`config.mk`:
```
export PLATFORM = sky130hd
export DESIGN_NAME = crc_unfold2_seq
export DESIGN_NICKNAME = d
export VERILOG_FILES = /design/src/rtl/crc_unfold2_seq.sv
export SDC_FILE = /design/constraint.sdc
export NUM_CORES = 1
export LEC_CHECK = 0
export BUFFER_PORTS_ARGS = -buffer_cell sky130_fd_sc_hd__buf_4
export CAP_MARGIN = 10
export CELL_PAD_IN_SITES_DETAIL_PLACEMENT = 0
export CELL_PAD_IN_SITES_GLOBAL_PLACEMENT = 1
export CORE_AREA = 2 2 62 64
export DETAILED_ROUTE_END_ITERATION = 6
export DIE_AREA = 0 0 64 66
export HOLD_SLACK_MARGIN = 0.06
export PLACE_DENSITY_LB_ADDON = 0.08
export SLEW_MARGIN = 20
export SYNTH_ARGS = -nofsm -noshare
export SYNTH_HDL_FRONTEND = slang
export SYNTH_SLANG_ARGS = --single-unit
export TNS_END_PERCENT = 100
```
`constraint.sdc`:
```
create_clock -name clk -period 1.2 [get_ports clk]
set_input_delay 0.06 -clock clk [delete_from_list [all_inputs] [get_ports clk]]
set_output_delay 0.06 -clock clk [all_outputs]
set_load 0.005 [all_outputs]
```
`src/rtl/crc_unfold2_seq.sv`:
```
// crc_unfold2_seq
// ---------------------------------------------------------------------------
// Frame sequencer for an external 2-bit-per-clock CRC LFSR datapath
// (generator x^5+x^2+1).  One message word is accepted per frame.  The block
// then clears the datapath and streams the augmented message, two bits per
// clock: the message MSB-first, followed by CRC_W zeros.  It captures the
// datapath remainder and offers it to a consumer.
//
// Handshakes (both sides): a transfer happens on a rising clk edge where
// valid and ready are both high.  A valid source holds its data stable until
// that edge, and it never drops valid before the transfer.  in_ready is high
// only in IDLE, so a word offered while busy simply waits.
//
// Ports
//   clk        rising-edge clock
//   reset      asynchronous active-low reset
//   in_valid   message word present
//   in_ready   block can accept a message (IDLE only)
//   in_data    message word, MSB transmitted first
//   crc_clr    one-cycle synchronous clear for the datapath
//   crc_en     datapath advance enable (consumes crc_din this edge)
//   crc_din    bit pair, crc_din[1] is the earlier bit
//   crc_rem    datapath remainder register
//   out_valid  rem_out valid
//   out_ready  consumer takes rem_out
//   rem_out    captured remainder
//   busy       high in every state except IDLE
//   frame_cnt  completed (handed-off) frames, wraps 255->0
//   dbg_state  current FSM state encoding
// ---------------------------------------------------------------------------
module crc_unfold2_seq #(
  parameter int MSG_W = 6,
  parameter int CRC_W = 5
) (
  input  logic             clk,
  input  logic             reset,
  input  logic             in_valid,
  output logic             in_ready,
  input  logic [MSG_W-1:0] in_data,
  output logic             crc_clr,
  output logic             crc_en,
  output logic [1:0]       crc_din,
  input  logic [CRC_W-1:0] crc_rem,
  output logic             out_valid,
  input  logic             out_ready,
  output logic [CRC_W-1:0] rem_out,
  output logic             busy,
  output logic [7:0]       frame_cnt,
  output logic [2:0]       dbg_state
);

  // Derived sizes; the stream is padded to an even length so it splits
  // into whole bit pairs.
  localparam int N     = MSG_W + CRC_W;
  localparam int NP    = N + (N % 2);
  localparam int BEATS = NP / 2;
  localparam int CW    = $clog2(BEATS + 1);
  localparam logic [CW-1:0] LAST_BEAT = CW'(BEATS - 1);

  typedef enum logic [2:0] {
    S_IDLE   = 3'd0,
    S_CLEAR  = 3'd1,
    S_SHIFT  = 3'd2,
    S_SETTLE = 3'd3,
    S_DONE   = 3'd4
  } state_t;

  state_t            r_state;
  state_t            w_next;
  logic [NP-1:0]     r_shift;
  logic [CW-1:0]     r_beat;
  logic [CRC_W-1:0]  r_rem;
  logic [7:0]        r_frame_cnt;
  logic [NP-1:0]     w_load;
  logic              w_accept;

  assign w_accept = in_valid && (r_state == S_IDLE);

  // Augmented word sits in the low N bits; a pad bit (if any) lands on top
  // as a leading zero, which a cleared datapath ignores.
  always_comb begin
    w_load         = '0;
    w_load[N-1:0]  = {in_data, {CRC_W{1'b0}}};
  end

  // State register
  always_ff @(posedge clk or negedge reset) begin
    if (!reset) r_state <= S_IDLE;
    else        r_state <= w_next;
  end

  // Next-state logic
  always_comb begin
    w_next = r_state;
    case (r_state)
      S_IDLE:   if (w_accept) w_next = S_CLEAR;
      S_CLEAR:  w_next = S_SHIFT;
      S_SHIFT:  if (r_beat == LAST_BEAT) w_next = S_SETTLE;
      S_SETTLE: w_next = S_DONE;
      S_DONE:   if (out_ready) w_next = S_IDLE;
      default:  w_next = S_IDLE;
    endcase
  end

  // Decoded outputs
  always_comb begin
    in_ready  = 1'b0;
    crc_clr   = 1'b0;
    crc_en    = 1'b0;
    crc_din   = 2'b00;
    out_valid = 1'b0;
    busy      = 1'b1;
    case (r_state)
      S_IDLE: begin
        in_ready = 1'b1;
        busy     = 1'b0;
      end
      S_CLEAR: crc_clr = 1'b1;
      S_SHIFT: begin
        crc_en  = 1'b1;
        crc_din = r_shift[NP-1:NP-2];
      end
      S_DONE:  out_valid = 1'b1;
      default: ;
    endcase
  end

  // Datapath registers
  always_ff @(posedge clk or negedge reset) begin
    if (!reset) begin
      r_shift     <= '0;
      r_beat      <= '0;
      r_rem       <= '0;
      r_frame_cnt <= '0;
    end else begin
      case (r_state)
        S_IDLE: if (w_accept) begin
          r_shift <= w_load;
          r_beat  <= '0;
        end
        S_SHIFT: begin
          r_shift <= {r_shift[NP-3:0], 2'b00};
          r_beat  <= r_beat + 1'b1;
        end
        // The datapath register has absorbed the final beat by now.
        S_SETTLE: r_rem <= crc_rem;
        S_DONE: if (out_ready) r_frame_cnt <= r_frame_cnt + 8'd1;
        default: ;
      endcase
    end
  end

  assign rem_out   = r_rem;
  assign frame_cnt = r_frame_cnt;
  assign dbg_state = r_state;

endmodule

```
* Word-level counts from Yosys, hierarchy flattened *
Index checks and enable logic that the tools add are counted.

storage, ports and cells
  register bits after elaboration = 31
  bits of input ports = 15
  output and inout port bits = 23
  word-level logic and storage cells = 35

operators by class
  add/sub/neg operators = 2
  equality and inequality tests = 8
  muxes and demuxes = 14
  reduce and logical (&&, ||, !) cells = 6

operators with widths
  operator               count
  $pmux W12 S2           1
  $pmux W3 S5            1
  $mux W12               1
  $mux W3                4
  $add A8 B1 Y8 const B  1
  $eq A3 B2 Y1 const B   2
  $eq A3 B3 Y1 const B   2
  $ne A2 B2 Y1 const B   3
  $pmux W3 S2            1
  $mux W1                5
  $reduce_and A2 Y1      2
  $add A3 B1 Y3 const B  1
  $eq A3 B1 Y1 const B   1
  $logic_not A3 Y1       1
  $reduce_and A3 Y1      1
  $mux W2                1
  $reduce_bool A2 Y1     1
  $logic_and A1 B1 Y1    1

* Depth between registers and ports, before layout *
Gate-level depths: netlist of run 1.

  word-level depth = 4
  depth in mapped cells = 5
  gate-level depth less buffers = 4

* Worst setup path before layout of run 1 *
No wires, ideal clock.

  kind = flip-flop to flip-flop
  from = reg r_state[0] (netlist: dbg_state[0])
  to = reg r_frame_cnt[7] (netlist: frame_cnt[7])
  library setup time = 0.079 ns
  data arrival time = 1.261 ns
  slack = -0.140 ns
  stages on the path, launching flop included = 6
  buffers on the path = 2
  clock period less this slack = 1.340 ns
  path through = dfrtp_1 > buf_6 > nand4bb_1 > buf_4 > nor4_4 > xor2_1

on the way
  cells in the longest elaborated chain, start to end = 2

ends and longest elaborated chain
  what                                RTL line  source
  from (decl)                         68        state_t r_state;
  from (signal assigned)              89        else r_state <= w_next;
  $eq A3 B3 Y1                        136       case (r_state)
  $reduce_and A2 Y1 (no source line)  --
  to (signal assigned)                147       S_DONE: if (out_ready) r_frame_cnt <= r_frame_cnt + 8'd1;
  to (decl)                           73        logic [7:0] r_frame_cnt;

Every way passes these cells.
A chain may end at the register's enable or synchronous reset.

* Final worst setup path of run 1 *
  from = reg r_state[2] (netlist: dbg_state[2])
  to = out crc_clr

on the way
  cells in the longest elaborated chain, start to end = 2

ends and longest elaborated chain
  what          RTL line  source
  $eq A3 B1 Y1  113       case (r_state)
  $mux W1       113
  to (decl)     40        output logic crc_clr,

Every way passes these cells.

==> impl_metrics.xml, run 1 <==
<?xml version="1.0" encoding="UTF-8"?>
<metrics>
  <group name="clocking">
    <metric name="clock_insertion_delay_worst_skew" unit="ns">0.31</metric>
    <metric name="clockBufferDepth" unit="">2</metric>
    <metric name="cts.clk_slew.worst_paths" unit="ns">0.13</metric>
    <metric name="cts_sinks" unit="">26</metric>
    <metric name="clock_tree.root_cell" unit="">clkbuf_4</metric>
    <metric name="cts.htree.levels" unit="">1</metric>
    <metric name="clock_tree_from_tritoncts" unit="">built</metric>
    <metric name="numCtsBuffers" unit="">3</metric>
  </group>
  <group name="critical_path">
    <metric name="r2r_start" unit="">dbg_state[2]$_DFFE_PN0P_</metric>
    <metric name="critical_path_required" unit="ns">1.14</metric>
    <metric name="timing.critical_path.arrival" unit="ns">1.42</metric>
    <metric name="crit_end" unit="">crc_clr</metric>
    <metric name="setup.worst_path.start" unit="">dbg_state[2]$_DFFE_PN0P_</metric>
    <metric name="ff2ff_path_depth" unit="">5</metric>
    <metric name="crit_fanout" unit="">3</metric>
    <metric name="r2r_end" unit="">rem_out[1]$_DFFE_PN0P_</metric>
    <metric name="setup.worst_path.start_class" unit="">register</metric>
    <metric name="critPathKind" unit="">register to output port</metric>
    <metric name="critical_path.endpoint_type" unit="">output port</metric>
    <metric name="setup.reg_to_reg.worst_slack" unit="ns">-0.28</metric>
  </group>
  <group name="grt">
    <metric name="grt-ovfl-total" unit="">0</metric>
    <metric name="globalRouteMet1Util" unit="%">18.63</metric>
    <metric name="globalRouteMet3Util" unit="%">2.555</metric>
    <metric name="grt_pass1_vias" unit="">1017</metric>
    <metric name="pin_count_of_the_biggest_net_entering_global_routing" unit="">27</metric>
    <metric name="grt_use_met2" unit="%">23.31</metric>
    <metric name="first_pass_grt_wire_length" unit="mm">4.650</metric>
    <metric name="grtUsageTotal" unit="%">14.13</metric>
    <metric name="number_of_antenna_violations_at_the_first_check_in_global_routing" unit="">0</metric>
    <metric name="grt_busiest_layer" unit="">met2</metric>
  </group>
  <group name="logic_synthesis">
    <metric name="synth_edf_count" unit="">0</metric>
    <metric name="netlist_instances" unit="">96</metric>
    <metric name="synth_area" unit="sq um">1196</metric>
    <metric name="synth_unique_cells" unit="">29</metric>
    <metric name="synth_async_sr_flop_share" unit="%">100.0</metric>
    <metric name="ys.warnings.count" unit="">0</metric>
    <metric name="synth_sequential_area_ratio" unit="%">54.39</metric>
    <metric name="synth_nets" unit="">114</metric>
    <metric name="netlist_top_cells_area" unit="">dfrtp_1 (54%), a22o_1 (5.9%), mux2_2 (5.6%)</metric>
    <metric name="synthesis.area_per_instance" unit="sq um">12.46</metric>
    <metric name="synth_top_cells_by_count" unit="">dfrtp_1 (26), a22o_1 (8), nand2_1 (8)</metric>
    <metric name="synth_top_area_share" unit="%">54.39</metric>
    <metric name="ys_dominant_reg_cell" unit="">dfrtp_1</metric>
    <metric name="synth_most_common_cell" unit="">dfrtp_1</metric>
    <metric name="ys_seq_elements" unit="">26</metric>
    <metric name="synth.largest_area_cell" unit="">dfrtp_1</metric>
  </group>
  <group name="power">
    <metric name="switchingPower" unit="W">0.001424</metric>
    <metric name="seq_power_share" unit="%">32.6</metric>
    <metric name="ir_worst_vdd" unit="uV">805.7</metric>
    <metric name="leakagePower" unit="nW">1.061</metric>
    <metric name="power_frac_clock" unit="%">8.1</metric>
    <metric name="total_power" unit="W">0.004434</metric>
    <metric name="power.combinational.fraction" unit="%">59.3</metric>
    <metric name="cellInternalPower" unit="W">0.003010</metric>
    <metric name="power.density_cell_area" unit="nW/um^2">2177</metric>
    <metric name="power_switching_share" unit="%">32.11</metric>
  </group>
  <group name="floorplan">
    <metric name="placeableCoreArea" unit="sq um">3551</metric>
    <metric name="die-height" unit="um">66</metric>
    <metric name="placement_rows" unit="">22</metric>
    <metric name="design.portCount" unit="">38</metric>
    <metric name="initial_utilization" unit="%">33.69</metric>
    <metric name="die-width" unit="um">64</metric>
    <metric name="total_die_area" unit="sq um">4224</metric>
  </group>
  <group name="sta">
    <metric name="fin_skew" unit="ns">0.006202</metric>
    <metric name="period_needed" unit="ns">1.479</metric>
    <metric name="fin_worst_hold_slack" unit="ns">0.1716</metric>
    <metric name="final.period_utilization" unit="%">123.3</metric>
    <metric name="hold_violations" unit="">0</metric>
    <metric name="final_worst_setup_slack" unit="ns">-0.2793</metric>
    <metric name="rsz0062_at_grt" unit="">yes</metric>
    <metric name="worstMarginPinSlew" unit="ns">0.3708</metric>
    <metric name="fmax" unit="MHz">676.0</metric>
    <metric name="final-max-slew-violation-count" unit="">0</metric>
    <metric name="setup-violations-final" unit="">34</metric>
    <metric name="slew-limit-headroom" unit="%">75.22</metric>
  </group>
  <group name="worst_hold_path">
    <metric name="hold_path.class" unit="">input pin to asynchronous set/reset pin</metric>
  </group>
  <group name="route">
    <metric name="wl_cell" unit="um">12.52</metric>
    <metric name="route.vias.total" unit="">985</metric>
    <metric name="routed_via_density" unit="">4.437</metric>
    <metric name="ant_nets" unit="">0</metric>
    <metric name="total_drc_errors_in_the_routed_layout" unit="">0</metric>
    <metric name="totalWireLength" unit="mm">2.779</metric>
    <metric name="drt_pre_antenna_iters" unit="">2</metric>
    <metric name="violation_count_after_the_first_detailed_route_iteration" unit="">34</metric>
  </group>
  <group name="flow_run">
    <metric name="maxCapViolations" unit="">0</metric>
  </group>
  <group name="layout">
    <metric name="filler_cell_count" unit="">313</metric>
    <metric name="finalNetCount" unit="">194</metric>
    <metric name="insertedDiodeCount" unit="">0</metric>
    <metric name="postLayoutCellArea" unit="sq um">2037</metric>
    <metric name="syn_to_final_growth" unit="%">70.29</metric>
    <metric name="post_route_cells_drive_above_1_share" unit="%">56.32</metric>
  </group>
  <group name="place">
    <metric name="detailedPlace.worstSlack" unit="ns">-0.1683</metric>
    <metric name="numPortBuffers" unit="">37</metric>
    <metric name="place.detailed.hpwl" unit="mm">1.754</metric>
    <metric name="gp_congestion" unit="">0.7030</metric>
    <metric name="postPlaceCellArea" unit="sq um">1638</metric>
  </group>
  <group name="run_status">
    <metric name="violations" unit="">setup timing</metric>
    <metric name="outcome" unit="">finished, violations left</metric>
  </group>
</metrics>
[how the worst min path moves through the flow]
stage | from | slack [ns] | end | cells after the start
global placement | reset | -0.007 | r_beat[1]$_DFFE_PN0P_ | 1
finish | reset | 0.17 | r_beat[1]$_DFFE_PN0P_ | 2
detailed placement | reset | -0.008 | r_beat[1]$_DFFE_PN0P_ | 1
floorplan | reset | -0.24 | dbg_state[0]$_DFFE_PN0P_ | 0
CTS | reset | 0.18 | r_beat[1]$_DFFE_PN0P_ | 2
global route | reset | 0.18 | r_beat[1]$_DFFE_PN0P_ | 2
[per-layer routing]
metal / share of wire [%] / up-vias
li1: - / 489
met1: 47 / 469
met2: 48 / 25
met3: 4.5 / 2
met4: 0.72 / 0
met5: 0 / -
[stage by stage]
step           utilization [%]  setup TNS (ns)  cells
6_report                 57.36          -5.469    222
5_1_grt                  57.36          -7.486    222
4_1_cts                  56.03          -5.463    220
3_5_place_dp             46.12          -2.005    191
3_3_place_gp             46.12          -1.315    191
2_1_floorplan                -         -0.1650     96
[sequential cells by signal, summed over array words and instances (netlist names)]
signal	flops
dbg_state	3
frame_cnt	8
r_beat	3
r_shift	7
rem_out	5
[critical path: stages, from the launching register on]
cell and delay (ns):
dfrtp_2 0.46, buf_6 0.13, nor3b_1 0.34, buf_4 0.18
[logic make-up after synthesis]
family	Yosys count	share of synthesized area (%)
multiplexers	6	5.648
AO/OA/AOI/OAI	15	9.623
buffers and inverters	9	4.810
XOR/XNOR	8	5.857
flip-flops	26	54.39
AND/OR/NAND/NOR	29	16.53
adder cells (fa/ha/maj)	3	3.138
[cells in the final DEF, fill, tap and decap left out, types with 2 or more instances in the layout]
cell	n
nand2_1	7
a22o_1	8
buf_4	51
ha_1	3
xnor2_1	4
nand3_1	2
nor2_2	2
and2_4	2
dfrtp_1	23
buf_6	14
dfrtp_2	3
xor2_1	4
clkbuf_4	3
inv_1	3
dlygate4sd3_1	13
o21ai_2	2
mux2_2	5
nor3_4	2
a21o_1	4
[power groups by stage]
stage | logic, W | registers, W | clock network, W
floorplan | 0.00104 | 0.00143 | 0
global placement | 0.00180 | 0.00150 | 0
detailed placement | 0.00183 | 0.00152 | 0
CTS | 0.00247 | 0.00145 | 0.000383
global route | 0.00284 | 0.00150 | 0.000413
finish | 0.00263 | 0.00145 | 0.000358
[cell type report]
cell class | count | area (sq um) | area share [%]
timing repair buffer | 80 | 705.7 | 34.64
sequential | 26 | 654.4 | 32.13
multi-input combinational | 61 | 579.3 | 28.44
tap | 48 | 60.06 | 2.948
clock buffer | 3 | 22.52 | 1.106
inverter | 4 | 15.01 | 0.7371
[timing repair]
| action | 4_1_cts | 5_1_grt |
|---|---|---|
| endpoints found under the setup margin | 31 | 34 |
| pin swaps | 18 | 6 |
| buffers inserted | 13 | 2 |
| hold buffers | 13 | 0 |
| gates resized for setup | 29 | 9 |
| hold endpoints to repair | 38 | 0 |
No activity file was read; power rests on OpenSTA's default activity.
==> run 2: changes to the inputs <==
- SETUP_SLACK_MARGIN: not set -> 0.5
==> run 2 against run 1 <==
The run ends with hold timing, setup timing left. Cell area up 8.5%. Utilization up 4.9 points. Register-to-register slack better by 0.03 ns. Hold slack worse by 0.21 ns. Power up 17%. Wire length increased by 7.2%. Sequential cell count stayed put. Critical path depth rose by 1. Setup slack worse by 0.036 ns. Die area stayed put. Combinational power up 24%. Sequential share of layout area fell by 2.5 points. Critical endpoint is now in_ready. Highest routed layer unchanged.
==> impl_metrics.xml, run 2 (synthesis gave the netlist of run 1 again) <==
<?xml version="1.0" encoding="UTF-8"?>
<metrics>
  <group name="run_status">
    <metric name="outcome" unit="">finished, violations left</metric>
    <metric name="violations" unit="">hold timing, setup timing</metric>
  </group>
  <group name="clocking">
    <metric name="numCtsBuffers" unit="">3</metric>
    <metric name="cts.htree.levels" unit="">1</metric>
    <metric name="holdBufCountCts" unit="">4</metric>
    <metric name="clock_tree_from_tritoncts" unit="">built</metric>
    <metric name="cts_sinks" unit="">26</metric>
    <metric name="clock_insertion_delay_worst_skew" unit="ns">0.32</metric>
    <metric name="cts.clk_slew.worst_paths" unit="ns">0.14</metric>
    <metric name="clock_tree.root_cell" unit="">clkbuf_4</metric>
    <metric name="clockBufferDepth" unit="">2</metric>
  </group>
  <group name="place">
    <metric name="place.detailed.hpwl" unit="mm">1.808</metric>
    <metric name="numPortBuffers" unit="">37</metric>
    <metric name="gp_congestion" unit="">0.6903</metric>
  </group>
  <group name="layout">
    <metric name="insertedDiodeCount" unit="">0</metric>
    <metric name="finalNetCount" unit="">200</metric>
    <metric name="syn_to_final_growth" unit="%">84.83</metric>
    <metric name="post_route_cells_drive_above_1_share" unit="%">64.09</metric>
    <metric name="final_core_util" unit="%">62.26</metric>
    <metric name="sequential_cell_area" unit="sq um">655.6</metric>
    <metric name="filler_cell_count" unit="">290</metric>
    <metric name="largest_register_ffs" unit="">8</metric>
    <metric name="multi_input_comb_area" unit="sq um">614.3</metric>
    <metric name="most-common-layout-cells" unit="">buf_6 (43), buf_4 (38), dfrtp_1 (22)</metric>
    <metric name="leading_cell_type_in_the_layout_fill_and_taps_excluded" unit="">buf_6</metric>
  </group>
  <group name="route">
    <metric name="totalWireLength" unit="mm">2.978</metric>
    <metric name="drt_pre_antenna_iters" unit="">2</metric>
    <metric name="violation_count_after_the_first_detailed_route_iteration" unit="">24</metric>
    <metric name="route.vias.total" unit="">1028</metric>
    <metric name="ant_nets" unit="">0</metric>
    <metric name="wl_cell" unit="um">13.00</metric>
    <metric name="routed_via_density" unit="">4.489</metric>
    <metric name="total_drc_errors_in_the_routed_layout" unit="">0</metric>
  </group>
  <group name="critical_path">
    <metric name="timing.critical_path.slowest_stage_cell" unit="">dfrtp_2</metric>
    <metric name="r2r_start" unit="">dbg_state[2]$_DFFE_PN0P_</metric>
    <metric name="timing.critical_path.arrival" unit="ns">1.46</metric>
    <metric name="critical_path.endpoint_type" unit="">output port</metric>
    <metric name="ff2ff_path_depth" unit="">5</metric>
    <metric name="critical-path-top-cell-by-count" unit="">buf_6</metric>
    <metric name="critPathBufInv" unit="">3</metric>
    <metric name="critical_path_required" unit="ns">1.14</metric>
    <metric name="critical_path.top_delay_family" unit="">flip-flops</metric>
    <metric name="critPathKind" unit="">register to output port</metric>
    <metric name="cpPeakStageDelay" unit="ns">0.47</metric>
    <metric name="crit_fanout" unit="">3</metric>
    <metric name="setup.reg_to_reg.worst_slack" unit="ns">-0.25</metric>
    <metric name="setup.worst_path.start_class" unit="">register</metric>
    <metric name="r2r_end" unit="">rem_out[3]$_DFFE_PN0P_</metric>
    <metric name="timing.critical_path.cells" unit="">buf_6 &gt; or3_4 &gt; inv_2 &gt; buf_6</metric>
  </group>
  <group name="sta">
    <metric name="final.period_utilization" unit="%">126.3</metric>
    <metric name="setup-violations-final" unit="">33</metric>
    <metric name="worstMarginPinSlew" unit="ns">0.3468</metric>
    <metric name="fin_skew" unit="ns">0.008374</metric>
    <metric name="period_needed" unit="ns">1.515</metric>
    <metric name="fin_worst_hold_slack" unit="ns">-0.04275</metric>
    <metric name="final-max-slew-violation-count" unit="">0</metric>
    <metric name="fmax" unit="MHz">660.0</metric>
    <metric name="rsz0062_at_grt" unit="">yes</metric>
    <metric name="totalNegativeSetupSlack" unit="ns">-5.963</metric>
    <metric name="hold_violations" unit="">5</metric>
    <metric name="slew-limit-headroom" unit="%">76.88</metric>
    <metric name="final_worst_setup_slack" unit="ns">-0.3152</metric>
  </group>
  <group name="worst_hold_path">
    <metric name="hold_path.class" unit="">input pin to register</metric>
    <metric name="worst_hold_startpoint" unit="">crc_rem[1]</metric>
    <metric name="whs_path_depth" unit="">2</metric>
    <metric name="min_delay_worst_endpoint" unit="">rem_out[1]$_DFFE_PN0P_</metric>
  </group>
  <group name="grt">
    <metric name="pin_count_of_the_biggest_net_entering_global_routing" unit="">27</metric>
    <metric name="first_pass_grt_wire_length" unit="mm">5.112</metric>
    <metric name="grt_pass1_vias" unit="">1078</metric>
    <metric name="grtUsageTotal" unit="%">15.42</metric>
    <metric name="grt-ovfl-total" unit="">0</metric>
    <metric name="number_of_antenna_violations_at_the_first_check_in_global_routing" unit="">0</metric>
  </group>
  <group name="floorplan">
    <metric name="die-width" unit="um">64</metric>
    <metric name="total_die_area" unit="sq um">4224</metric>
    <metric name="design.portCount" unit="">38</metric>
    <metric name="initial_utilization" unit="%">33.69</metric>
    <metric name="placement_rows" unit="">22</metric>
    <metric name="die-height" unit="um">66</metric>
    <metric name="placeableCoreArea" unit="sq um">3551</metric>
  </group>
  <group name="flow_run">
    <metric name="maxCapViolations" unit="">0</metric>
  </group>
  <group name="power">
    <metric name="leakagePower" unit="nW">1.159</metric>
    <metric name="ir_worst_vdd" unit="uV">724.0</metric>
    <metric name="power.density_cell_area" unit="nW/um^2">2346</metric>
  </group>
</metrics>
-- run 2: cell types whose count changed in the layout (fill, tap and decap cells not counted), sizes merged --
cell | before | now
dlygate4sd3 | 13 | 4
clkbuf | 3 | 4
buf | 67 | 82
-- run 2: how the worst max path moves through the flow --
| stage | slack, ns | endpoint | start | cells after the start |
|---|---|---|---|---|
| finish | -0.32 | in_ready | dbg_state[2]$_DFFE_PN0P_ | 4 |
| global route | -0.38 | in_ready | dbg_state[2]$_DFFE_PN0P_ | 4 |
| CTS | -0.33 | in_ready | dbg_state[0]$_DFFE_PN0P_ | 4 |
| detailed placement | -0.15 | rem_out[3]$_DFFE_PN0P_ | dbg_state[2]$_DFFE_PN0P_ | 2 |
| global placement | -0.13 | rem_out[0]$_DFFE_PN0P_ | dbg_state[2]$_DFFE_PN0P_ | 2 |
| floorplan | -0.04 | r_shift[10]$_DFFE_PN0P_ | dbg_state[1]$_DFFE_PN0P_ | 5 |
-- run 2: worst reg2reg max path, stage by stage, from the launching register on --
cell	delay, ns
dfrtp_2	0.47
buf_4	0.16
buf_6	0.11
nand3b_1	0.17
buf_6	0.16
mux2_4	0.29
-- run 2: area by class of cell --
| cell class | instances | share of cell area [%] |
|---|---|---|
| inverters | 4 | 0.6791 |
| flip-flops and latches | 26 | 29.65 |
| clock buffers | 4 | 1.641 |
| well taps | 48 | 2.716 |
| multi-input cells | 61 | 27.79 |
| repair buffers | 86 | 37.52 |
-- run 2: power breakdown --
group	switching, W	total [W]	internal, W	leakage [nW]
registers	0.000267	0.00148	0.00121	0.328
logic	0.00109	0.00326	0.00217	0.810
clock network	0.000256	0.000442	0.000185	0.0210
total	0.00162	0.00519	0.00357	1.16
-- run 2: metal layers --
layer	global-route usage, %	share of wire (%)	routed length [um]	vias up
met5	0	0	0	-
met4	5.707	0.67	20	0
met3	2.385	3.8	112	2
met2	25.78	49	1464	22
met1	20.15	46	1381	502
li1	-	-	-	502
-- run 2: repair_timing --
action / CTS / global route
resized for setup: 52 / 21
gates cloned: 0 / 1
hold endpoints to repair: 38 / 9
endpoints found under the setup margin: 49 / 49
pin swaps: 9 / 14
setup buffers: 18 / 9
-- run 2: metrics by stage --
| step | worst slack [ns] | cell area (sq um) | total power, W | cells | hold slack (ns) |
|---|---|---|---|---|---|
| 6_report | -0.3152 | 2211 | 0.005187 | 229 | -0.04275 |
| 3_3_place_gp | -0.1318 | 1660 | 0.003349 | 193 | -0.005690 |
| 3_5_place_dp | -0.1452 | 1660 | 0.003397 | 193 | -0.005807 |
| 2_1_floorplan | -0.04263 | 1239 | 0.002471 | 96 | -0.2356 |
| 4_1_cts | -0.3254 | 2067 | 0.004771 | 219 | -0.05829 |
| 5_1_grt | -0.3805 | 2211 | 0.005557 | 229 | -0.07620 |
